**src/rtl/ethernet_support_pkg.sv**
```systemverilog
// Shared Ethernet Tx definitions: arbiter FSM states and the standard inter-frame gap length.
package ethernet_support_pkg;

    typedef enum logic [2:0] {
        IDLE,
        ARB,
        XFER,
        WAIT_DONE,
        GAP
    } txArbState_e;

    localparam int ETH_IFG_BYTES = 12;

endpackage

```
**src/rtl/eth_rr_picker.sv**
```systemverilog
// Combinational round-robin search: first requester strictly after lastGrant_i, wrapping modulo NUM_SRC.
module eth_rr_picker #(
    parameter int NUM_SRC = 4
) (
    input  logic [NUM_SRC-1:0] req_i,
    input  logic [2:0]         lastGrant_i,
    output logic [2:0]         grant_o,
    output logic               anyReq_o
);

    // Walk offsets from farthest to nearest so the nearest requester is the last one written.
    always_comb begin
        grant_o  = lastGrant_i;
        anyReq_o = 1'b0;
        for (int offs = NUM_SRC; offs >= 1; offs--) begin
            for (int j = 0; j < NUM_SRC; j++) begin
                if (req_i[j] && (j == ((int'(lastGrant_i) + offs) % NUM_SRC))) begin
                    grant_o  = 3'(j);
                    anyReq_o = 1'b1;
                end
            end
        end
    end

endmodule

```
**src/rtl/eth_mac_tx_rr_arbiter.sv**
```systemverilog
// Round-robin arbiter feeding whole frames from NUM_SRC byte sources into the Lattice GBIT MAC Tx FIFO port.
module eth_mac_tx_rr_arbiter
    import ethernet_support_pkg::*;
#(
    parameter int NUM_SRC             = 4,
    parameter int IFG_HOLD_CYCLES     = ETH_IFG_BYTES,
    parameter int DONE_TIMEOUT_CYCLES = 4096
) (
    input  logic                    i_txmac_clk,
    input  logic                    i_txmac_clk_arst,
    input  logic [NUM_SRC-1:0]      i_src_avail,
    input  logic [NUM_SRC-1:0]      i_src_byte_vld,
    input  logic [NUM_SRC-1:0]      i_src_eof,
    input  logic [NUM_SRC-1:0][7:0] i_src_byte,
    output logic [NUM_SRC-1:0]      o_src_byte_rd,
    output logic                    o_tx_fifoavail,
    output logic                    o_tx_fifoempty,
    output logic                    o_tx_fifoeof,
    output logic [7:0]              o_tx_fifodata,
    input  logic                    i_tx_macread,
    input  logic                    i_tx_done,
    input  logic                    i_tx_discfrm,
    output logic [2:0]              o_grant_idx,
    output logic [31:0]             o_frames_sent,
    output logic [15:0]             o_done_timeouts,
    output logic                    o_busy
);

    localparam int WAIT_W = (DONE_TIMEOUT_CYCLES > 1) ? $clog2(DONE_TIMEOUT_CYCLES) : 1;
    localparam int GAP_W  = (IFG_HOLD_CYCLES > 1) ? $clog2(IFG_HOLD_CYCLES) : 1;

    if (NUM_SRC < 2 || NUM_SRC > 8) begin : gNumSrcCheck
        $fatal(1, "eth_mac_tx_rr_arbiter: NUM_SRC=%0d outside 2..8", NUM_SRC);
    end
    if (IFG_HOLD_CYCLES < 1 || DONE_TIMEOUT_CYCLES < 1) begin : gCycleCheck
        $fatal(1, "eth_mac_tx_rr_arbiter: IFG/timeout cycle counts must be at least 1");
    end

    txArbState_e       state_q;
    logic [2:0]        grantIdx_q;
    logic              eofTaken_q;
    logic [7:0]        fifoData_q;
    logic              fifoEof_q;
    logic [WAIT_W-1:0] waitCnt_q;
    logic [GAP_W-1:0]  gapCnt_q;
    logic [31:0]       framesSent_q;
    logic [15:0]       doneTimeouts_q;

    logic [2:0] pickIdx;
    logic       pickAny;
    logic       selVld;
    logic       selEof;
    logic [7:0] selByte;
    logic       readStrobe;
    logic       waitExpired;

    eth_rr_picker #(
        .NUM_SRC(NUM_SRC)
    ) uPicker (
        .req_i      (i_src_avail),
        .lastGrant_i(grantIdx_q),
        .grant_o    (pickIdx),
        .anyReq_o   (pickAny)
    );

    always_comb begin
        selVld  = 1'b0;
        selEof  = 1'b0;
        selByte = 8'h00;
        for (int i = 0; i < NUM_SRC; i++) begin
            if (grantIdx_q == 3'(i)) begin
                selVld  = i_src_byte_vld[i];
                selEof  = i_src_eof[i];
                selByte = i_src_byte[i];
            end
        end
    end

    // An empty granted source stalls the MAC: no strobe goes out and the last byte stays on the bus.
    assign readStrobe  = (state_q == XFER) && i_tx_macread && selVld && !eofTaken_q;
    assign waitExpired = (waitCnt_q == WAIT_W'(DONE_TIMEOUT_CYCLES - 1));

    always_comb begin
        o_src_byte_rd = '0;
        for (int i = 0; i < NUM_SRC; i++) begin
            o_src_byte_rd[i] = readStrobe && (grantIdx_q == 3'(i));
        end
    end

    assign o_tx_fifoavail  = (state_q == XFER) && !eofTaken_q;
    assign o_tx_fifoempty  = (state_q == XFER) ? !selVld : 1'b1;
    assign o_tx_fifoeof    = fifoEof_q;
    assign o_tx_fifodata   = fifoData_q;
    assign o_grant_idx     = grantIdx_q;
    assign o_frames_sent   = framesSent_q;
    assign o_done_timeouts = doneTimeouts_q;
    assign o_busy          = (state_q != IDLE);

    always_ff @(posedge i_txmac_clk or posedge i_txmac_clk_arst) begin
        if (i_txmac_clk_arst) begin
            state_q        <= IDLE;
            grantIdx_q     <= 3'(NUM_SRC - 1);
            eofTaken_q     <= 1'b0;
            fifoData_q     <= 8'h00;
            fifoEof_q      <= 1'b0;
            waitCnt_q      <= '0;
            gapCnt_q       <= '0;
            framesSent_q   <= 32'd0;
            doneTimeouts_q <= 16'd0;
        end else begin
            fifoEof_q <= readStrobe && selEof;
            if (readStrobe) begin
                fifoData_q <= selByte;
            end

            case (state_q)
                IDLE: begin
                    if (|i_src_avail) begin
                        state_q <= ARB;
                    end
                end
                ARB: begin
                    if (pickAny) begin
                        grantIdx_q <= pickIdx;
                        eofTaken_q <= 1'b0;
                        state_q    <= XFER;
                    end else begin
                        state_q <= IDLE;
                    end
                end
                XFER: begin
                    if (readStrobe && selEof) begin
                        eofTaken_q <= 1'b1;
                        waitCnt_q  <= '0;
                        state_q    <= WAIT_DONE;
                    end
                end
                WAIT_DONE: begin
                    // Done is checked first so a completion in the expiry cycle is not counted as a timeout.
                    gapCnt_q <= '0;
                    if (i_tx_done) begin
                        framesSent_q <= framesSent_q + 32'd1;
                        state_q      <= GAP;
                    end else if (i_tx_discfrm) begin
                        state_q <= GAP;
                    end else if (waitExpired) begin
                        if (doneTimeouts_q != 16'hFFFF) begin
                            doneTimeouts_q <= doneTimeouts_q + 16'd1;
                        end
                        state_q <= GAP;
                    end else begin
                        waitCnt_q <= waitCnt_q + 1'b1;
                    end
                end
                GAP: begin
                    if (gapCnt_q == GAP_W'(IFG_HOLD_CYCLES - 1)) begin
                        state_q <= IDLE;
                    end else begin
                        gapCnt_q <= gapCnt_q + 1'b1;
                    end
                end
                default: state_q <= IDLE;
            endcase
        end
    end

endmodule
```
**config.mk**
```make
export PLATFORM = sky130hd
export DESIGN_NAME = eth_mac_tx_rr_arbiter
export DESIGN_NICKNAME = d
export VERILOG_FILES = /design/src/rtl/ethernet_support_pkg.sv /design/src/rtl/eth_rr_picker.sv /design/src/rtl/eth_mac_tx_rr_arbiter.sv
export SDC_FILE = /design/constraint.sdc
export NUM_CORES = 1
export LEC_CHECK = 0
export ABC_AREA = 1
export BUFFER_PORTS_ARGS = -buffer_cell sky130_fd_sc_hd__buf_4
export CAP_MARGIN = 10
export CORE_AREA = 4 4 101 103
export CTS_CLUSTER_DIAMETER = 100
export DETAILED_ROUTE_END_ITERATION = 6
export DIE_AREA = 0 0 105 107
export PLACE_DENSITY = 0.88
export SLEW_MARGIN = 40
export SYNTH_ARGS = -nofsm -noshare
export SYNTH_HDL_FRONTEND = slang
export SYNTH_SLANG_ARGS = --single-unit
```
**constraint.sdc**
```tcl
create_clock -name i_txmac_clk -period 2.1 [get_ports i_txmac_clk]
set_input_delay 0.21 -clock i_txmac_clk [delete_from_list [all_inputs] [get_ports i_txmac_clk]]
set_output_delay 0.21 -clock i_txmac_clk [all_outputs]
set_load 0.05 [all_outputs]
```
Word-level counts from Yosys, hierarchy flattened:

Cells that the tools add are included.

* flip-flop bits (word level): 80
* bits of input ports: 49
* output and inout port bits: 67

* multiplexer cells: 63
* $add $sub $neg: 8
* bitwise logic cells: 6
* eq/ne operators: 31
* reductions and logical operators: 50

Operators with widths (number)
* 32-bit zero test: 4
* 3-bit two-way mux: 22
* 12-bit two-way mux: 4
* 32-bit by 1-bit adder with 32-bit output (second input constant): 1
* 8-bit two-way mux: 4
* 1-bit two-way mux: 27
* 1-bit logical AND: 25
* 3-bit equality test (first input constant): 8
* 12-bit case mux with 2 select lines: 1
* 16-bit by 1-bit adder with 16-bit output (second input constant): 1
* 16-bit inequality test (second input constant): 1
* 16-bit nonzero test: 1
* 3-bit case mux with 5 select lines: 1
* 2-bit inequality test (second input constant): 7
* 12-bit by 1-bit adder with 12-bit output (second input constant): 1
* 12-bit equality test (second input constant): 1
* 2-bit by 3-bit equality test with 1-bit output (first input constant): 4
* 3-bit by 2-bit equality test with 1-bit output (second input constant): 4
* 5-bit AND reduction: 2
* 4-bit case mux with 2 select lines: 1
* 2-bit OR reduction: 4
* 3-bit by 1-bit equality test with 1-bit output (second input constant): 2
* 3-bit zero test: 2
* 3-bit AND reduction: 2
* 18 further kinds: 28

Logic depth before layout (Yosys ltp):

* word-level depth: 23
* gate-level depth with buffers: 16

Cells and area by module:

Synthesis repeated with hierarchy kept, for this count alone.

* cell total of the unflattened synthesis: 687
* area total of the unflattened synthesis: 4971.0 um^2

Modules (own cells, without submodules)
* eth_mac_tx_rr_arbiter: cells each 641, area each 4783.3 um^2, instances 1, sequential area each 2004.4 um^2
* eth_rr_picker: cells each 46, area each 187.7 um^2, instances 1, sequential area each 0.0 um^2

Least setup slack after synthesis:

OpenSTA, ideal clock, no wires.

* path type: register to output
* start: reg grantIdx_q[1] (netlist: o_grant_idx[1])
* end: out o_src_byte_rd[1]
* stages on the path, launching flop included: 11
* data arrival time: 2898 ps
* path buffers: 2
* data required time: 1890 ps
* setup slack: -1008 ps
* path through: dfstp_2 -> buf_6 -> nor2_1 -> nand2_1 -> nand3_1 -> nand2_1 -> nand2_1 -> nor2_2 -> inv_1 -> clkbuf_1 -> nor3_1

* longest elaborated chain between the ends: 8
* elaborated cells on any way between the ends: 11
* those cells by class: eq/ne: 3; mux: 4; reduce/logical: 4

Ends and longest elaborated chain
* start, declared: line eth_mac_tx_rr_arbiter.sv:40 `logic [2:0] grantIdx_q;`
* start signal, assigned: line eth_mac_tx_rr_arbiter.sv:102 `grantIdx_q <= 3'(NUM_SRC - 1);`
* start signal, assigned: line eth_mac_tx_rr_arbiter.sv:124 `grantIdx_q <= pickIdx;`
* 3-bit zero test: line eth_mac_tx_rr_arbiter.sv:71 `if (grantIdx_q == 3'(i)) begin`
* 1-bit two-way mux (4 in a row): line eth_mac_tx_rr_arbiter.sv:71
* 1-bit logical AND (2 in a row): line eth_mac_tx_rr_arbiter.sv:80 `assign readStrobe = (state_q == XFER) && i_tx_macread && selVld && !eofTaken_q;`
* 1-bit logical AND *: line eth_mac_tx_rr_arbiter.sv:86 `o_src_byte_rd[i] = readStrobe && (grantIdx_q == 3'(i));`
* end, declared: line eth_mac_tx_rr_arbiter.sv:15 `output logic [NUM_SRC-1:0] o_src_byte_rd,`

Mark *: on every way between the ends. The rest lies on a longest branch, timed or not.

Worst setup path in the final report:

* start: reg waitCnt_q[1]
* end: reg doneTimeouts_q[9] (netlist: o_done_timeouts[9])

* longest elaborated chain between the ends: 2

Ends and longest elaborated chain
* start, declared: line eth_mac_tx_rr_arbiter.sv:44 `logic [WAIT_W-1:0] waitCnt_q;`
* start signal, assigned: line eth_mac_tx_rr_arbiter.sv:152 `waitCnt_q <= waitCnt_q + 1'b1;`
* 12-bit equality test: line eth_mac_tx_rr_arbiter.sv:81 `assign waitExpired = (waitCnt_q == WAIT_W'(DONE_TIMEOUT_CYCLES - 1));`
* 5-bit AND reduction (no source line)
* end signal, assigned: line eth_mac_tx_rr_arbiter.sv:148 `doneTimeouts_q <= doneTimeouts_q + 16'd1;`
* end, declared: line eth_mac_tx_rr_arbiter.sv:47 `logic [15:0] doneTimeouts_q;`

No other way between the ends.
A chain may end at the register's enable or synchronous reset.

==> reports/results.txt <==
status: finished with violations
violated checks: setup timing
Post-synth top cells: nand2_1, dfrtp_1, inv_1
critical path required time: 2340 ps
share of the synthesized area in the top cell type: 43.8%
register area share after synthesis: 45.0%
Fin Clk Skew: 15.9 ps
# diodes: 0
H-tree depth: 3
Synth-to-Final Area Change: 39.5%
Chip Height: 107 um
share of flip-flops with an asynchronous set or reset: 100%
Top Metal Used: met4
synthesized area: 0.00440 mm2
CP delay by family, top: simple AND/OR/NAND/NOR gates
Via Count: 4222
hpwl dp: 8.36 mm
1st-iter DRT viols: 126
NumNets Final: 763
Final Hold Fails: 0
Detail Route Antenna Nets: 0
XOR/XNOR Fraction of Synth Area: 9.56%
vias in the first global route: 4166
area leader, netlist: dfrtp_1
initial antenna violation count: 0
Synth Register Bits: 79
Critical Path Most Common Cell: nand2_2
Final setup viols: 1
r2r setup slk: -40 ps
die area: 0.0112 mm2
Hold Crit Start: i_src_byte[25]
Seq. cell area: 0.00198 mm2
Final TNS setup: -40.1 ps
post-DR vias/cell: 5.11
WHS Endpoint: o_tx_fifodata[1]
Cells after Synth: 552
worst setup margin: -40.1 ps
maxcap violations: 0
Reg2Reg Capture Point: o_done_timeouts[9]
switching part of the total: 43.7%
Port Buffers: 114
CP Capture Type: register
Synth Area in Simple Gates: 30.4%
depth of the worst register-to-register path: 12
CTS tree: yes
top-count cell post-synth: nand2_1
Final min period: 2140 ps
IO Count: 116
DRT Wirelength: 11.5 mm
WL met2: 5.88 mm
# rows: 35
RSZ-0062 raised after global routing: true
Critical-path top delay cell: dfrtp_1
mean post-synth cell area: 7.96 um2
TritonCTS Buffers: 9
Main synth FF type: dfrtp_1
worst hold path depth: 3
Distinct cells, synth: 40
Switch Pwr: 0.00274 W
CTS max path bufs: 2
mux cell area share after synthesis: 0%
layout cells sized above 1: 31.9%
adder-cell share of the synthesized area: 1.14%
area of the core: 0.00920 mm2
Initial Util: 47.8%
yosys warns: 0
met1 WL: 4.82 mm
Fillers: 730
GRT Residual Overflow: 0
Pwr Density: 1020 mW/mm2
Worst Path Max Fanout: 8
first-pass GRT wire length: 18.8 mm
clock share of power: 20.1%
slowest stage delay, CP: 410 ps
footprint of the multi-input gates: 0.00230 mm2
CP Cell Sequence: ha_4, nand2_4, nor3_4, nand2_2, nor2_4, nand4_1, nor2_1, nand2_2, buf_6, nor2_4, nand2_2, xnor2_1
Int Pwr: 0.00353 W
Inst Count DP: 787
Remaining DRCs: 0
CTS Root Cell: clkbuf_8
Crit Reg-Reg Startpoint: waitCnt_q[1]
clk slew on worst S/H paths: 90 ps
Seq pwr share: 34.3%
critical path class: register to register
final period utilization: 102%
Chip Width: 105 um
Leak: 3.16 nW
EDFF count, synth: 0
Pins Over Slew Limit: 0
Post-Layout Cell Count: 826
CP arrival: 2380 ps
fmax: 0.467 GHz
part of the power in combinational logic: 45.6%
drt first pass iters: 4
Max VDD drop: 0.00112 V
Buf/Inv on CP: 1
Placer Congestion: 0.871
hold crit path type: primary input to register
Sink Count: 79
dpl ws: -5.02 ps
post-DR wirelength/cell: 13.9 um
metal3 WL: 596 um
Total GRT Usage: 20.2%
Worst-Skew Late Latency: 350 ps
largest net degree at the start of global routing: 45
synth top area cells: dfrtp_1, nand2_1, xor2_1
Synth Area in Compound Gates: 6.26%
largest family of logic cells by synthesized area: simple AND/OR/NAND/NOR gates
startpoint types: register
post-synthesis net count: 605
[routing by layer]
layer	up-vias	GRT usage, %
met3	21	4.58
met2	123	34.7
met5	-	0
li1	2077	-
met1	2001	24.7
met4	0	7.59
[worst min-delay path: cells and delay by family]
kind                   cells  cell delay [ps]
buffers and inverters      1               80
AOI/OAI and AO/OA          2              180
[layout by cell type, fill, tap and decap left out, drive strengths merged]
cell type    count
bufinv           2
ha               4
a31oi            1
a221oi           1
dlygate4sd3      1
conb             1
buf            156
clkinv           1
or2              5
clkbuf          10
dfrtp           77
nor4             6
clkinvlp         5
inv             68
nand4           13
nor3            18
xnor2           12
o22ai            1
nand2          147
o21ai           36
o211ai           1
nand3           42
a21oi           11
xor2            36
nor2            54
nor3b            3
o31ai            1
dfstp            2
[timing repair]
action / in CTS / in global routing
hold buffers: 1 / 0
endpoints found under the hold margin: 17 / 0
gates cloned: 0 / 1
gates resized for setup: 11 / 31
endpoints found under the setup margin: 7 / 31
buffers inserted: 6 / 15
pin swaps: 3 / 8
[through the flow]
stage	hold slack, ps	cell area, um2	total power [W]	util, %
2_1_floorplan	366	4490	0.00401	-
3_3_place_gp	126	5580	0.00472	60.6
3_5_place_dp	128	5580	0.00481	60.6
4_1_cts	146	5880	0.00619	64.0
5_1_grt	167	6130	0.00666	66.7
6_report	164	6130	0.00627	66.7
[kinds of logic (layout without fill, tap and decap cells)]
group | after synthesis | count (layout)
flip-flops | 79 | 79
XOR/XNOR | 48 | 48
other | 1 | 1
AO/OA/AOI/OAI | 52 | 52
AND/OR/NAND/NOR | 288 | 288
adder cells (fa/ha/maj) | 4 | 4
buffers and inverters | 80 | 243
[power by group through the flow]
stage | Combinational [W] | Clock [W] | Sequential, W
floorplan | 0.00147 | 0 | 0.00254
global placement | 0.00258 | 0 | 0.00214
CTS | 0.00277 | 0.00129 | 0.00213
detailed placement | 0.00266 | 0 | 0.00215
finish | 0.00285 | 0.00126 | 0.00215
global route | 0.00312 | 0.00135 | 0.00219
[how the worst max path moves through the flow]
stage                   start                   to  slack [ps]  cells past startpoint
4_1_cts        o_grant_idx[0]     o_src_byte_rd[1]        -0.7                      9
6_report         waitCnt_q[1]   o_done_timeouts[9]         -40                     12
2_1_floorplan  o_grant_idx[0]     o_src_byte_rd[1]        -190                     10
3_5_place_dp     waitCnt_q[0]  o_done_timeouts[10]          -5                     11
3_3_place_gp     waitCnt_q[0]   o_done_timeouts[9]         130                     12
5_1_grt          waitCnt_q[1]   o_done_timeouts[9]        -170                     12
[state kept, by name, summed over array words and instances, names as in the netlist]
signal           flops
state_q              3
o_tx_fifoeof         1
o_frames_sent       32
gapCnt_q             4
eofTaken_q           1
o_tx_fifodata        8
o_done_timeouts     16
waitCnt_q           12
o_grant_idx          2
[cell type report]
type / instances / share of cell area [%]
clock buffers: 10 / 2.08
clock inverters: 6 / 1.51
repair inverters: 1 / 0.122
multi-input cells: 393 / 37.4
inverters: 69 / 4.43
well taps: 111 / 2.26
flip-flops and latches: 79 / 32.3
repair buffers: 157 / 19.8
(Power assumes the default switching activity.)
